File: config.mk
export PLATFORM = sky130hd
export DESIGN_NAME = scr1_tapc_ctrl
export DESIGN_NICKNAME = d
export VERILOG_FILES = /design/src/rtl/scr1_tapc_pkg.sv /design/src/rtl/scr1_tapc_fsm.sv /design/src/rtl/scr1_tapc_ctrl.sv
export SDC_FILE = /design/constraint.sdc
export NUM_CORES = 1
export LEC_CHECK = 0
export BUFFER_PORTS_ARGS = -buffer_cell sky130_fd_sc_hd__buf_4
export CAP_MARGIN = 40
export CORE_UTILIZATION = 45
export DETAILED_ROUTE_END_ITERATION = 7
export PLACE_DENSITY = 0.73
export SETUP_SLACK_MARGIN = 0.2
export SYNTH_ARGS = -nofsm -noshare
export SYNTH_HDL_FRONTEND = slang
export SYNTH_SLANG_ARGS = --single-unit
File: constraint.sdc
create_clock -name clk -period 1.3 [get_ports clk]
set_clock_uncertainty 0.1 [all_clocks]
set_input_delay 0.195 -clock clk [delete_from_list [all_inputs] [get_ports clk]]
set_output_delay 0.195 -clock clk [all_outputs]
set_load 0.01 [all_outputs]
File: src/rtl/scr1_tapc_pkg.sv
// rtl/scr1_tapc_pkg.sv - shared TAP state encoding, DR indices and default opcodes
package scr1_tapc_pkg;

    localparam int unsigned SCR1_IR_WIDTH_DEF = 5;
    localparam logic [4:0]  SCR1_IR_IDCODE_DEF = 5'h01;
    localparam logic [4:0]  SCR1_IR_DTMCS_DEF  = 5'h10;
    localparam logic [4:0]  SCR1_IR_DMI_DEF    = 5'h11;
    localparam logic [4:0]  SCR1_IR_BYPASS_DEF = 5'h1F;

    localparam int unsigned SCR1_TAP_DR_NUM    = 4;
    localparam logic [1:0]  SCR1_TAP_DR_BYPASS = 2'd0;
    localparam logic [1:0]  SCR1_TAP_DR_IDCODE = 2'd1;
    localparam logic [1:0]  SCR1_TAP_DR_DTMCS  = 2'd2;
    localparam logic [1:0]  SCR1_TAP_DR_DMI    = 2'd3;

    typedef enum logic [3:0] {
        TAP_TLR,
        TAP_RTI,
        TAP_SEL_DR,
        TAP_CAP_DR,
        TAP_SHIFT_DR,
        TAP_EX1_DR,
        TAP_PAUSE_DR,
        TAP_EX2_DR,
        TAP_UPD_DR,
        TAP_SEL_IR,
        TAP_CAP_IR,
        TAP_SHIFT_IR,
        TAP_EX1_IR,
        TAP_PAUSE_IR,
        TAP_EX2_IR,
        TAP_UPD_IR
    } type_scr1_tap_state_e;

endpackage

File: src/rtl/scr1_tapc_fsm.sv
// rtl/scr1_tapc_fsm.sv - 16-state TAP state register with Moore strobe decode
module scr1_tapc_fsm
    import scr1_tapc_pkg::*;
(
    input  logic                 clk,
    input  logic                 rst_n,
    input  logic                 tms,
    output type_scr1_tap_state_e state,
    output logic                 dr_capture,
    output logic                 dr_shift,
    output logic                 dr_update,
    output logic                 reset_n,
    output logic                 tdo_en
);

    type_scr1_tap_state_e state_q;
    type_scr1_tap_state_e state_d;

    always_ff @(posedge clk) begin
        if (!rst_n) begin
            state_q <= TAP_TLR;
        end else begin
            state_q <= state_d;
        end
    end

    always_comb begin
        state_d = state_q;
        case (state_q)
            TAP_TLR:      state_d = tms ? TAP_TLR    : TAP_RTI;
            TAP_RTI:      state_d = tms ? TAP_SEL_DR : TAP_RTI;
            TAP_SEL_DR:   state_d = tms ? TAP_SEL_IR : TAP_CAP_DR;
            TAP_CAP_DR:   state_d = tms ? TAP_EX1_DR : TAP_SHIFT_DR;
            TAP_SHIFT_DR: state_d = tms ? TAP_EX1_DR : TAP_SHIFT_DR;
            TAP_EX1_DR:   state_d = tms ? TAP_UPD_DR : TAP_PAUSE_DR;
            TAP_PAUSE_DR: state_d = tms ? TAP_EX2_DR : TAP_PAUSE_DR;
            TAP_EX2_DR:   state_d = tms ? TAP_UPD_DR : TAP_SHIFT_DR;
            TAP_UPD_DR:   state_d = tms ? TAP_SEL_DR : TAP_RTI;
            TAP_SEL_IR:   state_d = tms ? TAP_TLR    : TAP_CAP_IR;
            TAP_CAP_IR:   state_d = tms ? TAP_EX1_IR : TAP_SHIFT_IR;
            TAP_SHIFT_IR: state_d = tms ? TAP_EX1_IR : TAP_SHIFT_IR;
            TAP_EX1_IR:   state_d = tms ? TAP_UPD_IR : TAP_PAUSE_IR;
            TAP_PAUSE_IR: state_d = tms ? TAP_EX2_IR : TAP_PAUSE_IR;
            TAP_EX2_IR:   state_d = tms ? TAP_UPD_IR : TAP_SHIFT_IR;
            TAP_UPD_IR:   state_d = tms ? TAP_SEL_DR : TAP_RTI;
            default:      state_d = TAP_TLR;
        endcase
    end

    assign state      = state_q;
    assign dr_capture = (state_q == TAP_CAP_DR);
    assign dr_shift   = (state_q == TAP_SHIFT_DR);
    assign dr_update  = (state_q == TAP_UPD_DR);
    assign reset_n    = (state_q != TAP_TLR);
    assign tdo_en     = (state_q == TAP_SHIFT_DR) || (state_q == TAP_SHIFT_IR);

endmodule

File: src/rtl/scr1_tapc_ctrl.sv
// rtl/scr1_tapc_ctrl.sv - TAP controller top: IR, instruction decode and TDO mux
module scr1_tapc_ctrl
    import scr1_tapc_pkg::*;
#(
    parameter int unsigned                SCR1_IR_WIDTH  = SCR1_IR_WIDTH_DEF,
    parameter logic [SCR1_IR_WIDTH-1:0]   SCR1_IR_IDCODE = SCR1_IR_WIDTH'(SCR1_IR_IDCODE_DEF),
    parameter logic [SCR1_IR_WIDTH-1:0]   SCR1_IR_DTMCS  = SCR1_IR_WIDTH'(SCR1_IR_DTMCS_DEF),
    parameter logic [SCR1_IR_WIDTH-1:0]   SCR1_IR_DMI    = SCR1_IR_WIDTH'(SCR1_IR_DMI_DEF),
    parameter logic [SCR1_IR_WIDTH-1:0]   SCR1_IR_BYPASS = SCR1_IR_WIDTH'(SCR1_IR_BYPASS_DEF)
) (
    input  logic                     clk,
    input  logic                     rst_n,
    input  logic                     tms,
    input  logic                     tdi,
    input  logic [3:0]               dr_dout_serial,
    output logic [3:0]               fsm_dr_select,
    output logic                     fsm_dr_capture,
    output logic                     fsm_dr_shift,
    output logic                     fsm_dr_update,
    output logic                     fsm_reset_n,
    output logic [SCR1_IR_WIDTH-1:0] ir_value,
    output logic                     tdo,
    output logic                     tdo_en
);

    localparam logic [SCR1_IR_WIDTH-1:0] IR_CAPTURE = SCR1_IR_WIDTH'(2'b01);

    type_scr1_tap_state_e     fsm_state;
    logic [SCR1_IR_WIDTH-1:0] ir_shift_q;
    logic [SCR1_IR_WIDTH-1:0] ir_shift_d;
    logic [SCR1_IR_WIDTH-1:0] ir_value_q;
    logic [SCR1_IR_WIDTH-1:0] ir_value_d;
    logic [1:0]               dr_idx;

    scr1_tapc_fsm u_fsm (
        .clk        (clk),
        .rst_n      (rst_n),
        .tms        (tms),
        .state      (fsm_state),
        .dr_capture (fsm_dr_capture),
        .dr_shift   (fsm_dr_shift),
        .dr_update  (fsm_dr_update),
        .reset_n    (fsm_reset_n),
        .tdo_en     (tdo_en)
    );

    always_ff @(posedge clk) begin
        if (!rst_n) begin
            ir_shift_q <= IR_CAPTURE;
            ir_value_q <= SCR1_IR_IDCODE;
        end else begin
            ir_shift_q <= ir_shift_d;
            ir_value_q <= ir_value_d;
        end
    end

    always_comb begin
        ir_shift_d = ir_shift_q;
        ir_value_d = ir_value_q;
        case (fsm_state)
            TAP_CAP_IR:   ir_shift_d = IR_CAPTURE;
            TAP_SHIFT_IR: ir_shift_d = {tdi, ir_shift_q[SCR1_IR_WIDTH-1:1]};
            TAP_UPD_IR:   ir_value_d = ir_shift_q;
            TAP_TLR:      ir_value_d = SCR1_IR_IDCODE;
            default:      ;
        endcase
    end

    // Anything not explicitly recognised, including the BYPASS opcode itself, selects BYPASS
    always_comb begin
        dr_idx = SCR1_TAP_DR_BYPASS;
        if (ir_value_q == SCR1_IR_IDCODE) begin
            dr_idx = SCR1_TAP_DR_IDCODE;
        end else if (ir_value_q == SCR1_IR_DTMCS) begin
            dr_idx = SCR1_TAP_DR_DTMCS;
        end else if (ir_value_q == SCR1_IR_DMI) begin
            dr_idx = SCR1_TAP_DR_DMI;
        end
    end

    always_comb begin
        tdo = 1'b0;
        case (fsm_state)
            TAP_SHIFT_IR: tdo = ir_shift_q[0];
            TAP_SHIFT_DR: tdo = dr_dout_serial[dr_idx];
            default:      tdo = 1'b0;
        endcase
    end

    assign fsm_dr_select = 4'b0001 << dr_idx;
    assign ir_value      = ir_value_q;

endmodule

==> impl_metrics.toml, run 1 <==
[synthesis]
seq_area_frac_synth = 0.3467
synth_ff_type = "dfxtp_1"
synthesis.area_sq_um = 808.3
synth_area_leaders = "dfxtp_1, mux2i_1, nor2_1"
yosysTopAreaCellShare = 0.3467
yosysMostFrequentCell = "dfxtp_1"
synth_edf_count = 0
avgSynthCellArea_sq_um = 8.003
synthCells = 101
yosys_warnings = 0
async_flop_share = 0
yosysTopAreaCell = "dfxtp_1"
synth_seq_cells = 14
ys_types = 35
synth_nets = 109
ys_top_cells_by_count = "dfxtp_1, nor2_1, nand2_1, mux2i_1"

[outcome]
status = "aborted with a tool error"
stop_error = "[ERROR DPL-0038] Utilization greater than 100%, impossible to legalize"
haltStage = "global routing (5_1_grt)"

[clocking]
cts.htree.levels = 1
cts_root_buffer = "clkbuf_4"
clock_path_buffers = 2
numClockSinks = 14
cts_buffers = 3
hold_buffers = 0

[timing]
worst_endpoint = "tdo"
worstEpCategory = "top-level output"

[die]
start_util = 0.5071
die_h_um = 44.38
die_w_um = 44.38
io_pins = 23
rows = 14

[placed_design]
place_inst = 158
place_congestion = 0.8457
io_buffers = 22
place_hpwl_um = 1494

[grt]
grt_max_degree = 12
-- logic make-up after synthesis --
family | after synthesis | synth area share
simple gates | 43 | 0.2709
flops | 14 | 0.3468
buf+inv | 11 | 0.07429
compound gates | 26 | 0.2214
mux | 7 | 0.08669
-- metrics by stage --
stage                     hold WS, ns  worst slack (ns)  area [sq um]
after CTS                     0.03721           -0.3743          1469
after global placement         0.3425           -0.1463          1154
after floorplan                0.1961          -0.04386         898.4
after detailed placement       0.3470           -0.1675          1154
-- repair_timing --
| item | 4_1_cts |
|---|---|
| resized for setup | 62 |
| setup buffers | 13 |
| setup endpoints to repair | 29 |
| hold endpoints to repair | 0 |
| pin swaps | 18 |
==> run 2, diff against run 1 <==
--- a/config.mk
+++ b/config.mk
@@ -7,10 +7,10 @@
 export LEC_CHECK = 0
 export BUFFER_PORTS_ARGS = -buffer_cell sky130_fd_sc_hd__buf_4
 export CAP_MARGIN = 40
-export CORE_UTILIZATION = 45
+export CORE_AREA = 2 2 63 65
 export DETAILED_ROUTE_END_ITERATION = 7
-export PLACE_DENSITY = 0.73
-export SETUP_SLACK_MARGIN = 0.2
+export DIE_AREA = 0 0 65 67
+export PLACE_DENSITY_LB_ADDON = 0.15
 export SYNTH_ARGS = -nofsm -noshare
 export SYNTH_HDL_FRONTEND = slang
 export SYNTH_SLANG_ARGS = --single-unit
==> constraint.sdc (replaced) <==
create_clock -name clk -period 1.7 [get_ports clk]
set_clock_uncertainty 0.1 [all_clocks]
set_input_delay 0.255 -clock clk [delete_from_list [all_inputs] [get_ports clk]]
set_output_delay 0.255 -clock clk [all_outputs]
set_load 0.01 [all_outputs]
==> impl_metrics.toml, run 2 <==
[power]
p_leak_uw = 0.0005386
ir_drop_v = 0.0001672
powerDensity_nw_per_um2 = 660.9

[cells_and_area]
final.fill_count = 388
antennaDiodeCount = 0
drive_gt1_frac = 0.4361
syn_to_final_growth_pct = 46.75
finalNetCount = 142
final_cell_mix = "buf_4, nor2_1, nand2_1"
layout.cells.most_common = "buf_4"

[outcome]
status = "finished with violations"
violations = "negative setup slack"

[timing]
fin_crit_ns = 1.734
setup_viol = 1
maxSlewHeadroom = 0.8360
hold_viol_final = 0
tightest_slew_ns = 0.2427
rsz0062_at_grt = "true"
fin_ws_ns = -0.03439
timing.hold.ws_ns = 0.1477
final.setup.tns_ns = -0.03439
finalCritPeriodShare = 1.020
fmax_mhz = 576.6
final-max-slew-violation-count = 0

[clocking]
clock_latency_ns = 0.25
numClockSinks = 14
cts_tree = "built"
clk_pin_slew_ns = 0.06
cts_root_buffer = "clkbuf_8"
cts_buffers = 3
cts.htree.levels = 1
clock_path_buffers = 2
hold_buffers = 0

[synthesis]
yosysMostFrequentCell = "dfxtp_1"
synth_ff_type = "dfxtp_1"
synth_area_leaders = "dfxtp_1, mux2i_1, nor2_1"
synthesis.area_sq_um = 808.3
synth_nets = 109
synth_seq_cells = 14
yosysTopAreaCellShare = 0.3467
seq_area_frac_synth = 0.3467
yosys_warnings = 0
yosysTopAreaCell = "dfxtp_1"
async_flop_share = 0
avgSynthCellArea_sq_um = 8.003
synth_edf_count = 0
ys_types = 35
ys_top_cells_by_count = "dfxtp_1, nor2_1, nand2_1, mux2i_1"
synthCells = 101

[route]
drtIter0Drc = 10
vias = 818
wl_um = 2222
drtAntennaViolNets = 0
drc = 0
dr.pass1.iters = 3
wl_per_cell_um = 12.28
via_per_inst = 4.519

[die]
start_util = 0.2241
die_w_um = 65
die_area_sq_um = 4355
core_sq_um = 3606
io_pins = 23
die_h_um = 67
rows = 22

[setup_path]
cp-startpoint = "ir_value[1]$_SDFFE_PN0P_"
cp_max_fo = 4
cp.required_ns = 1.34
r2r_start = "u_fsm.state[2]$_SDFF_PN0_"
slowest_delay_ns = 0.32
cp-end-kind = "output port"
crit_chain = "nor3_2 > buf_4 > o21a_1 > o22ai_2 > o2bb2ai_2 > buf_4"
endpoint = "tdo"
ff2ff_path_depth = 4
path_class = "reg -> out"
worst-r2r-setup-slack_ns = 0.33
start_kind = "flip-flop"
cp.arrival_ns = 1.38
reg2reg_to = "u_fsm.state[1]$_SDFF_PN0_"
crit_top_cell = "buf_4"
cp_slowest_cell = "dfxtp_2"

[placed_design]
io_buffers = 22
place_hpwl_um = 1668
place_congestion = 0.7623

[flow_run]
maxCapViolCount = 0

[grt]
grt_pass1_vias = 836
met2_usage = 0.1997
antenna_found_initial = 0
grt_overflow = 0
grt_pass1_wl_um = 3808
grt_max_degree = 12
use_met3 = 0.02365
grt_use_met1 = 0.1302
grt_usage = 0.1158
gr-max-usage-layer = "met2"

[worst_hold_path]
hold_path.class = "in -> reg"
## run 2: how the worst min path moves through the flow
stage / start / to / slack [ns] / depth (start not counted)
detailed placement: ir_shift_q[2]$_SDFFE_PN0P_ / ir_shift_q[2]$_SDFFE_PN0P_ / 0.39 / 2
floorplan: tms / u_fsm.state[2]$_SDFF_PN0_ / 0.26 / 1
global route: tms / u_fsm.state[2]$_SDFF_PN0_ / 0.15 / 2
finish: tms / u_fsm.state[2]$_SDFF_PN0_ / 0.15 / 2
global placement: ir_shift_q[3]$_SDFFE_PN0P_ / ir_shift_q[3]$_SDFFE_PN0P_ / 0.38 / 2
CTS: tms / u_fsm.state[2]$_SDFF_PN0_ / 0.14 / 2
## run 2: timing repair
| action | CTS | global route |
|---|---|---|
| setup endpoints to repair | 2 | 4 |
| gates resized for setup | 11 | 5 |
| pin swaps | 2 | 3 |
| buffers inserted | 5 | 0 |
## run 2: cells by family after synthesis
logic type | share of synthesized area
AO/OA/AOI/OAI | 0.2214
buffers and inverters | 0.07429
flip-flops | 0.3468
multiplexers | 0.08669
AND/OR/NAND/NOR | 0.2709
## run 2: critical path: cells and delay by family, from the launching register on
kind / cells / cell delay (ns)
compound gates: 3 / 0.37
buf+inv: 2 / 0.29
flops: 1 / 0.32
simple gates: 1 / 0.16
## run 2: power breakdown
part           leakage, uW  internal, uW  switching [uW]  total [uW]
Clock            0.0000288           205             125         330
Sequential        0.000117           332            11.9         344
Combinational     0.000393          54.1            55.9         110
Total             0.000539           591             193         784
## run 2: area by class of cell
cell class / count / area, sq um / area share
sequential: 14 / 296.5 / 0.2500
tap: 48 / 60.06 / 0.05063
timing repair buffer: 36 / 270.3 / 0.2278
multi-input combinational: 76 / 493.0 / 0.4156
inverter: 3 / 11.26 / 0.009494
clock buffer: 4 / 55.05 / 0.04641
## run 2: metal layers
| metal | up-vias | share of wire |
|---|---|---|
| li1 | 425 | - |
| met1 | 375 | 0.44 |
| met2 | 16 | 0.49 |
| met3 | 2 | 0.048 |
| met4 | 0 | 0.015 |
| met5 | - | 0 |
## run 2: through the flow
step	instances	worst slack, ns	total power, uW	utilization	cell area (sq um)
global route	181	-0.1058	824.7	0.3289	1186
detailed placement	172	0.09764	460.1	0.2918	1052
global placement	172	0.1218	460.6	0.2918	1052
floorplan	101	0.1945	415.7	-	808.3
finish	181	-0.03439	783.9	0.3289	1186
CTS	181	-0.05100	801.1	0.3262	1176
(Power assumes the default switching activity.)
==> run 3, diff against run 2 <==
--- a/config.mk
+++ b/config.mk
@@ -11,6 +11,7 @@
 export DETAILED_ROUTE_END_ITERATION = 7
 export DIE_AREA = 0 0 65 67
 export PLACE_DENSITY_LB_ADDON = 0.15
+export SKIP_CTS_REPAIR_TIMING = 1
 export SYNTH_ARGS = -nofsm -noshare
 export SYNTH_HDL_FRONTEND = slang
 export SYNTH_SLANG_ARGS = --single-unit
==> impl_metrics.toml, run 3 (same netlist as run 2, synthesis figures left out) <==
[outcome]
status = "finished with violations"
violations = "negative setup slack"

[die]
rows = 22
die_h_um = 67
io_pins = 23
start_util = 0.2241
die_area_sq_um = 4355
core_sq_um = 3606
die_w_um = 65

[grt]
grt_max_degree = 12
grt_pass1_vias = 782
grt_pass1_wl_um = 3657
antenna_found_initial = 0
grt_usage = 0.1115
grt_overflow = 0

[timing]
tightest_slew_ns = 0.2447
finalCritPeriodShare = 1.035
final-max-slew-violation-count = 0
setup_viol = 1
fin_ws_ns = -0.06011
maxSlewHeadroom = 0.8346
rsz0062_at_grt = "true"
fin_crit_ns = 1.760
fmax_mhz = 568.1
timing.hold.ws_ns = 0.1443
hold_viol_final = 0

[clocking]
numClockSinks = 14
cts_root_buffer = "clkbuf_8"
cts_buffers = 3
clk_pin_slew_ns = 0.07
clock_latency_ns = 0.25
clock_path_buffers = 2
cts.htree.levels = 1
cts_tree = "built"

[power]
ir_drop_v = 0.0001683
switchingPower_uw = 197.1
p_clk_frac = 0.423
p_seq_frac = 0.438
combPwrFrac = 0.139
p_int_uw = 593.9
powerDensity_nw_per_um2 = 697.1
swShare = 0.2492
p_leak_uw = 0.0005138

[cells_and_area]
finalNetCount = 137
antennaDiodeCount = 0
fin_cells = 176
syn_to_final_growth_pct = 40.40
final_cell_mix = "buf_4, nor2_1, nand2_1, dfxtp_1, mux2i_1"
layout.cells.most_common = "buf_4"
drive_gt1_frac = 0.3906
final.fill_count = 392
seqCellArea_sq_um = 287.8
final_area_sq_um = 1135
multiInputGateArea_sq_um = 488.0

[setup_path]
cp.arrival_ns = 1.41
worst-r2r-setup-slack_ns = 0.33
cp.required_ns = 1.34
cp-end-kind = "output port"
start_kind = "flip-flop"
path_class = "reg -> out"
cp_max_fo = 6

[route]
via_per_inst = 4.523
wl_um = 2167
drtAntennaViolNets = 0
vias = 796
drc = 0
drtIter0Drc = 7
dr.pass1.iters = 2
wl_per_cell_um = 12.31

[placed_design]
place_inst = 172
dpl_cell_area_sq_um = 1052
io_buffers = 22
place_congestion = 0.7623
dp_slack_ns = 0.09764
place_hpwl_um = 1668

[worst_hold_path]
hold_path.class = "in -> reg"

[flow_run]
maxCapViolCount = 0
run 3: final cells by class:
| cell class | instances | share of cell area |
|---|---|---|
| Clock buffer | 4 | 0.04851 |
| Timing Repair Buffer | 31 | 0.2051 |
| Multi-Input combinational cell | 76 | 0.4300 |
| Tap cell | 48 | 0.05292 |
| Sequential cell | 14 | 0.2536 |
| Inverter | 3 | 0.009923 |
run 3: worst paths after layout:
check	start	endpoint	cells after the start
setup / recovery	ir_value[3]$_SDFFE_PN0P_	tdo	6
hold reg to reg	ir_shift_q[1]$_SDFFE_PN0P_	ir_shift_q[1]$_SDFFE_PN0P_	2
setup reg to reg	u_fsm.state[2]$_SDFF_PN0_	u_fsm.state[1]$_SDFF_PN0_	4
hold / removal	tms	u_fsm.state[2]$_SDFF_PN0_	2
run 3: per-layer routing:
layer  GRT usage  wire length [um]  up-vias  share of wire
li1            -                 -      413              -
met3     0.02365               110        4          0.051
met5           0                 0        -              0
met2      0.1843              1007       18           0.46
met1      0.1302              1004      361           0.46
met4     0.07181                44        0          0.020
run 3: stage by stage:
step           total power (uW)    util  TNS (ns)
3_5_place_dp              460.1  0.2918         0
2_1_floorplan             415.7       -         0
6_report                  791.1  0.3147  -0.06011
5_1_grt                   827.2  0.3147   -0.1597
3_3_place_gp              460.6  0.2918         0
4_1_cts                   799.4  0.3071   -0.2282
run 3: power by group through the flow:
| stage | registers (uW) | clock network (uW) | logic, uW |
|---|---|---|---|
| finish | 346 | 335 | 110 |
| global route | 348 | 356 | 123 |
| CTS | 345 | 346 | 108 |
| global placement | 353 | 0 | 108 |
| detailed placement | 353 | 0 | 107 |
| floorplan | 344 | 0 | 71.8 |
run 3: critical path, stage by stage (launching register included):
cell       delay [ns]
dfxtp_2          0.33
nor3_2           0.16
buf_4            0.15
a21oi_1          0.07
o22ai_2          0.17
o2bb2ai_2        0.13
buf_4            0.14
